**src/rtl/fx2_fifo_reader.sv**
```systemverilog
// FX2 slave-FIFO reader: pulls 16-bit words from one OUT endpoint and presents them
// on a valid/ready stream through a small first-word-fall-through FIFO.
module fx2_fifo_reader #(
    parameter logic [1:0] EP_ADDR      = 2'b01,
    parameter int         DEPTH        = 4,
    parameter int         SETUP_CYCLES = 2
) (
    input  logic        clk_i,
    input  logic        reset_n_i,
    input  logic        enable_i,
    input  logic        flag_ne_i,
    input  logic [15:0] fd_i,
    output logic        slrd_o,
    output logic        sloe_o,
    output logic [1:0]  fifoaddr_o,
    output logic [15:0] data_o,
    output logic        valid_o,
    input  logic        ready_i,
    output logic [15:0] words_o
);
    localparam int AW = $clog2(DEPTH);
    localparam logic [3:0] SETUP_LOAD = 4'(SETUP_CYCLES - 1);
    localparam logic [AW:0] PTR_ONE = {{AW{1'b0}}, 1'b1};

    typedef enum logic [2:0] {IDLE, SETUP, ARM, READ, GAP} state_t;

    state_t      state_q, state_d;
    logic [3:0]  setup_cnt_q, setup_cnt_d;
    logic        slrd_q, slrd_d;
    logic        sloe_q, sloe_d;
    logic [1:0]  fifoaddr_q, fifoaddr_d;
    logic        valid_q, valid_d;
    logic [15:0] words_q, words_d;
    logic [AW:0] wr_ptr_q, wr_ptr_d;
    logic [AW:0] rd_ptr_q, rd_ptr_d;
    logic [15:0] mem_q [DEPTH];
    logic [15:0] mem_d [DEPTH];

    logic push, pop, full, can_launch;

    assign push       = (state_q == READ);
    assign pop        = valid_q && ready_i;
    assign full       = (wr_ptr_q[AW] != rd_ptr_q[AW]) &&
                        (wr_ptr_q[AW-1:0] == rd_ptr_q[AW-1:0]);
    // A pop in the same cycle is not counted on to free the slot.
    assign can_launch = flag_ne_i && !full;

    // GAP evaluates the ARM launch condition itself so back-to-back words run at 1 per 2 clocks.
    always_comb begin
        state_d     = state_q;
        setup_cnt_d = setup_cnt_q;
        case (state_q)
            IDLE: begin
                if (enable_i) begin
                    state_d     = SETUP;
                    setup_cnt_d = SETUP_LOAD;
                end
            end
            SETUP: begin
                if (!enable_i)                 state_d = IDLE;
                else if (setup_cnt_q == 4'd0)  state_d = ARM;
                else                           setup_cnt_d = setup_cnt_q - 4'd1;
            end
            ARM: begin
                if (!enable_i)       state_d = IDLE;
                else if (can_launch) state_d = READ;
            end
            READ: state_d = GAP;
            GAP: begin
                if (!enable_i)       state_d = IDLE;
                else if (can_launch) state_d = READ;
                else                 state_d = ARM;
            end
            default: state_d = IDLE;
        endcase
    end

    always_comb begin
        slrd_d     = (state_d == READ);
        sloe_d     = (state_d != IDLE);
        fifoaddr_d = EP_ADDR;
        mem_d      = mem_q;
        wr_ptr_d   = wr_ptr_q;
        rd_ptr_d   = rd_ptr_q;
        words_d    = words_q;
        if (push) begin
            mem_d[wr_ptr_q[AW-1:0]] = fd_i;
            wr_ptr_d = wr_ptr_q + PTR_ONE;
            words_d  = words_q + 16'd1;
        end
        if (pop) begin
            rd_ptr_d = rd_ptr_q + PTR_ONE;
        end
        valid_d = (wr_ptr_d != rd_ptr_d);
    end

    always_ff @(posedge clk_i or negedge reset_n_i) begin
        if (!reset_n_i) begin
            state_q     <= IDLE;
            setup_cnt_q <= 4'd0;
            slrd_q      <= 1'b0;
            sloe_q      <= 1'b0;
            fifoaddr_q  <= EP_ADDR;
            valid_q     <= 1'b0;
            words_q     <= 16'd0;
            wr_ptr_q    <= '0;
            rd_ptr_q    <= '0;
            for (int i = 0; i < DEPTH; i++) begin
                mem_q[i] <= 16'd0;
            end
        end else begin
            state_q     <= state_d;
            setup_cnt_q <= setup_cnt_d;
            slrd_q      <= slrd_d;
            sloe_q      <= sloe_d;
            fifoaddr_q  <= fifoaddr_d;
            valid_q     <= valid_d;
            words_q     <= words_d;
            wr_ptr_q    <= wr_ptr_d;
            rd_ptr_q    <= rd_ptr_d;
            mem_q       <= mem_d;
        end
    end

    assign slrd_o     = slrd_q;
    assign sloe_o     = sloe_q;
    assign fifoaddr_o = fifoaddr_q;
    assign valid_o    = valid_q;
    assign words_o    = words_q;
    assign data_o     = mem_q[rd_ptr_q[AW-1:0]];

    a_no_push_when_full: assert property (@(posedge clk_i) disable iff (!reset_n_i)
        !(push && full));
    a_no_back_to_back_slrd: assert property (@(posedge clk_i) disable iff (!reset_n_i)
        !(slrd_q && slrd_d));
    a_slrd_needs_sloe: assert property (@(posedge clk_i) disable iff (!reset_n_i)
        !(slrd_q && !sloe_q));
endmodule

```
**config.mk**
```make
export PLATFORM = sky130hd
export DESIGN_NAME = fx2_fifo_reader
export DESIGN_NICKNAME = d
export VERILOG_FILES = /design/src/rtl/fx2_fifo_reader.sv
export SDC_FILE = /design/constraint.sdc
export NUM_CORES = 1
export LEC_CHECK = 0
export ABC_CLOCK_PERIOD_IN_PS = 2000
export BUFFER_PORTS_ARGS = -buffer_cell sky130_fd_sc_hd__buf_2
export CAP_MARGIN = 15
export CORE_ASPECT_RATIO = 1.25
export CORE_MARGIN = 2
export CORE_UTILIZATION = 57
export CTS_CLUSTER_DIAMETER = 100
export DETAILED_ROUTE_END_ITERATION = 6
export PLACE_DENSITY = 0.79
export SLEW_MARGIN = 40
export SYNTH_ARGS = -nofsm -noshare
export SYNTH_HDL_FRONTEND = slang
export SYNTH_SLANG_ARGS = --single-unit
```
**constraint.sdc**
```tcl
create_clock -name clk_i -period 2 [get_ports clk_i]
set_input_delay 0.4 -clock clk_i [delete_from_list [all_inputs] [get_ports clk_i]]
set_output_delay 0.4 -clock clk_i [all_outputs]
set_load 0.02 [all_outputs]
```
# == Word level (Yosys, flattened, before mapping) ==
# Cells that the tools add are included.
# Widths: inputs -> output; s select.
# word_totals
in_bits,21
register_bits,96
# op_classes
n_lt_le_gt_ge,3
addsub,4
bitwise_logic,2
n_eq_ne,11
reduce_logical,10
mux,20
# op_table
operator,count
$bwmux 64,1
$mux 16,3
$bmux 16 s2,1
$demux 16 s2,1
$mux 3,7
$add 16x1->16 const B,1
$pmux 3 s5,1
$mux 4,3
$eq 3x2->1 const B,3
$pmux 4 s2,1
$add 3x1->3 const B,2
$ge 3x3->1 const B,2
$ne 2x2->1 const B,3
$not 2->3,2
$logic_and 1x1->1,4
$logic_not 4->1,1
$reduce_and 4->1,1
$sub 4x1->4 const B,1
$eq 3x1->1 const B,1
$eq 3x3->1 const B,1
$logic_not 3->1,1
$lt 3x1->1 const B,1
$ne 3x3->1,1
$reduce_bool 3->1,1
other kinds (6),6

# == Longest topological paths before layout ==
# depth
word_depth,8
ltp_mapped,6

# == Worst setup path after synthesis ==
# OpenSTA, ideal clock, no wires.
# synth_path
path_type,reg-to-output
start,register rd_ptr_q[0]
end,output port data_o[10]
arrival_time_ns,1.432
n_path_buf,2
slack_ns,0.168
path_stages_with_launch,4
cell_sequence,dfrtp_1 -> buf_4 -> buf_2 -> mux4_2
# synth_between
elab_chain_len,4
# synth_rtl
element,line_no,source
from (decl),35,"logic [AW:0] rd_ptr_q, rd_ptr_d;"
from (signal assigned),120,rd_ptr_q <= rd_ptr_d;
$not 2->3 (not written as such),130,assign data_o = mem_q[rd_ptr_q[AW-1:0]];
$bmux 16 s2,130,
$mux 16 (not written as such) (2 in series),130,
to (decl),16,"output logic [15:0] data_o,"
# No other way between the ends. The select of a mux whose other input is x is not followed.

# == Final worst setup path ==
# layout_path
start,register rd_ptr_q[0]
end,output port data_o[13]
# Same word-level chain as after synthesis.

==> impl_metrics.env <==
export IMPL_hold_path_class="in2reg"
export IMPL_status="finished with violations"
export IMPL_syn_area_um2=4299
export IMPL_grt_ovfl_total=0
export IMPL_finalClockSkew_ns=0.01198
export IMPL_stdcell_area_um2=5057
export IMPL_drtIter0Drc=77
export IMPL_power_leakage_nw=2.304
export IMPL_fin_util_pct=68.74
export IMPL_syn_inst=290
export IMPL_clk_pin_slew_ns=0.10
export IMPL_max_freq_mhz=481.2
export IMPL_async_flop_share_pct=100.0
export IMPL_cts_tree="done"
export IMPL_viasPerCell=5.589
export IMPL_drv_slew=0
export IMPL_critPathMaxFanout=7
export IMPL_period_share_pct=103.9
export IMPL_grt_pass1_vias=2640
export IMPL_hold_viol=0
export IMPL_critPathRequiredTime_ns=1.60
export IMPL_yosysSeqAreaShare_pct=55.88
export IMPL_drive_gt1_share_pct=47.65
export IMPL_pin_count=58
export IMPL_routabilityCongestion=0.7309
export IMPL_ir_worst_vdd_uv=879.2
export IMPL_synth_cell_types=38
export IMPL_grt_max_degree=37
export IMPL_wirelength_um=7939
export IMPL_track_usage_pct=21.59
export IMPL_cts_sinks=96
export IMPL_period_needed_ns=2.078
export IMPL_antenna_found_initial=0
export IMPL_rsz0062_at_grt="true"
export IMPL_critPathCaptureType="output pin"
export IMPL_path_class="reg2out"
export IMPL_syn_num_nets=319
export IMPL_clock_latency_ns=0.37
export IMPL_multi_input_comb_area_um2=1800
export IMPL_busiest_layer="met2"
export IMPL_vias=2532
export IMPL_ys_seq_elements=96
export IMPL_initial_utilization_pct=58.44
export IMPL_crit_path_start_kind="flip-flop"
export IMPL_max_cap_violations=0
export IMPL_cp_arrival_ns=1.68
export IMPL_grt_pass1_wl_um=13020
export IMPL_ys_flop_type="dfrtp_1"
export IMPL_use_met1_pct=28.00
export IMPL_setup_violations=16
export IMPL_cp_startpoint="rd_ptr_q[0]"
export IMPL_hold_start="fd_i[10]"
export IMPL_grtUsageMet2_pct=35.81
export IMPL_pre_cts_slack_ns=0.2462
export IMPL_syn_area_per_cell_um2=14.82
export IMPL_die_height_um=101.1
export IMPL_fin_ws_ns=-0.07812
export IMPL_met3_usage_pct=3.405
export IMPL_yosys_warnings=0
export IMPL_synth_edf_count=0
export IMPL_totalPowerFinal_w=0.007406
export IMPL_ant_nets=0
export IMPL_regArea_um2=2404
export IMPL_drc=0
export IMPL_ctsLongestPathBuffers=2
export IMPL_failed_checks="setup timing"
export IMPL_layout_nets=385
export IMPL_dpl_instance_area_um2=4722
export IMPL_hpwlAfterDp_um=5468
export IMPL_avgRoutedWirePerCell_um=17.53
export IMPL_core_area_um2=7357
export IMPL_cts_root_buf="clkbuf_8"
export IMPL_r2r_start="rd_ptr_q[0]"
export IMPL_dieArea_um2=8257
export IMPL_n_fill_cell=541
export IMPL_finalSetupTns_ns=-0.9549
export IMPL_cts_buffers=9
export IMPL_area_growth_syn_to_layout_pct=17.64
export IMPL_die_w_um=81.68
export IMPL_power_density_nw_per_um2=1464
export IMPL_io_buffers=55
export IMPL_drt_pass1_iter_count=4
export IMPL_htree_levels=3
export IMPL_diodes=0
export IMPL_rows=35
==> worst paths after layout <==
path,to,slack [ns],cells past startpoint
setup / recovery,data_o[13],-0.08,3
hold / removal,mem_q[26],0.30,2
setup reg to reg,sloe_o,0.16,6
hold reg to reg,words_o[15],0.48,1
max in group asynchronous,rd_ptr_q[0],0.95,3
min in group asynchronous,slrd_o,0.51,2
==> cells by family (layout without fill, tap and decap cells) <==
kind of cell | after synthesis | count (layout) | synth area share (%)
mux | 82 | 82 | 25.76
xor+xnor | 28 | 28 | 5.704
flops | 96 | 96 | 55.88
fa+ha+maj | 8 | 8 | 2.328
buf+inv | 17 | 88 | 2.241
compound gates | 6 | 6 | 0.9020
other cells | 2 | 2 | 0.1747
simple gates | 51 | 51 | 7.015
==> cells in the final DEF (no fill, tap or decap), types with 2 or more instances in the layout <==
cell	count
xor2_1	9
ha_1	8
inv_6	3
o21a_1	2
mux2_2	65
buf_12	3
mux4_2	16
nor2_1	5
nand3_1	10
nor3_1	4
buf_4	7
a21oi_1	2
nand2_1	9
clkbuf_8	9
dfrtp_1	95
or3_1	2
conb_1	2
buf_2	38
buf_6	17
xnor2_1	19
nand2_2	3
inv_1	4
nand4_1	5
==> repair_timing <==
item | in CTS | in global routing
resized for setup | 35 | 1
hold endpoints to repair | 28 | 0
setup endpoints to repair | 16 | 16
buffers inserted | 1 | 0
hold buffers | 1 | 0
gates cloned | 1 | 0
==> layout make-up <==
type                    instances  area share, %
flip-flops and latches         96          47.53
repair buffers                 67          10.47
clock inverters                 7          1.262
inverters                       5         0.4206
clock buffers                   9          2.449
well taps                      92          2.276
multi-input cells             177          35.60
==> cells in the mapped netlist, types with 4 or more instances <==
cell      n  area (um^2)
xor2_1    9        78.83
dfrtp_1  96         2402
nand2_1   9        33.78
mux4_2   16        360.4
buf_4     4        30.03
mux2_2   65        732.0
nor3_1    4        20.02
nand4_1   5        31.28
nand3_1  10        50.05
xnor2_1  19        166.4
buf_2     6        30.03
nor2_1    5        18.77
ha_1      8        100.1
inv_1     4        15.01
==> through the flow <==
step / cells / hold slack (ns)
floorplan: 290 / 0.1044
detailed placement: 434 / 0.3700
finish: 453 / 0.3007
global route: 453 / 0.2866
CTS: 453 / 0.2913
global placement: 434 / 0.3664
==> power breakdown <==
| part | internal (W) | total (W) | switching [W] |
|---|---|---|---|
| combinational | 0.00181 | 0.00319 | 0.00138 |
| clock | 0.000476 | 0.00119 | 0.000719 |
| sequential | 0.00259 | 0.00302 | 0.000431 |
==> registers in the layout (all words and copies together) (netlist names) <==
register and cells:
mem_q 64, words_o 16, setup_cnt_q 4, rd_ptr_q 3
state_q 3, wr_ptr_q 3, sloe_o 1, slrd_o 1
valid_o 1
==> critical path: stages (launching register included) <==
cell and delay [ns]:
dfrtp_2 0.46, buf_12 0.17, mux4_2 0.53, buf_6 0.15
==> per-layer routing <==
| metal | wire (um) | vias up |
|---|---|---|
| met2 | 4143 | 43 |
| met3 | 258 | 11 |
| li1 | - | 1169 |
| met4 | 140 | 0 |
| met1 | 3395 | 1309 |
| met5 | 0 | - |
(Power assumes the default switching activity.)
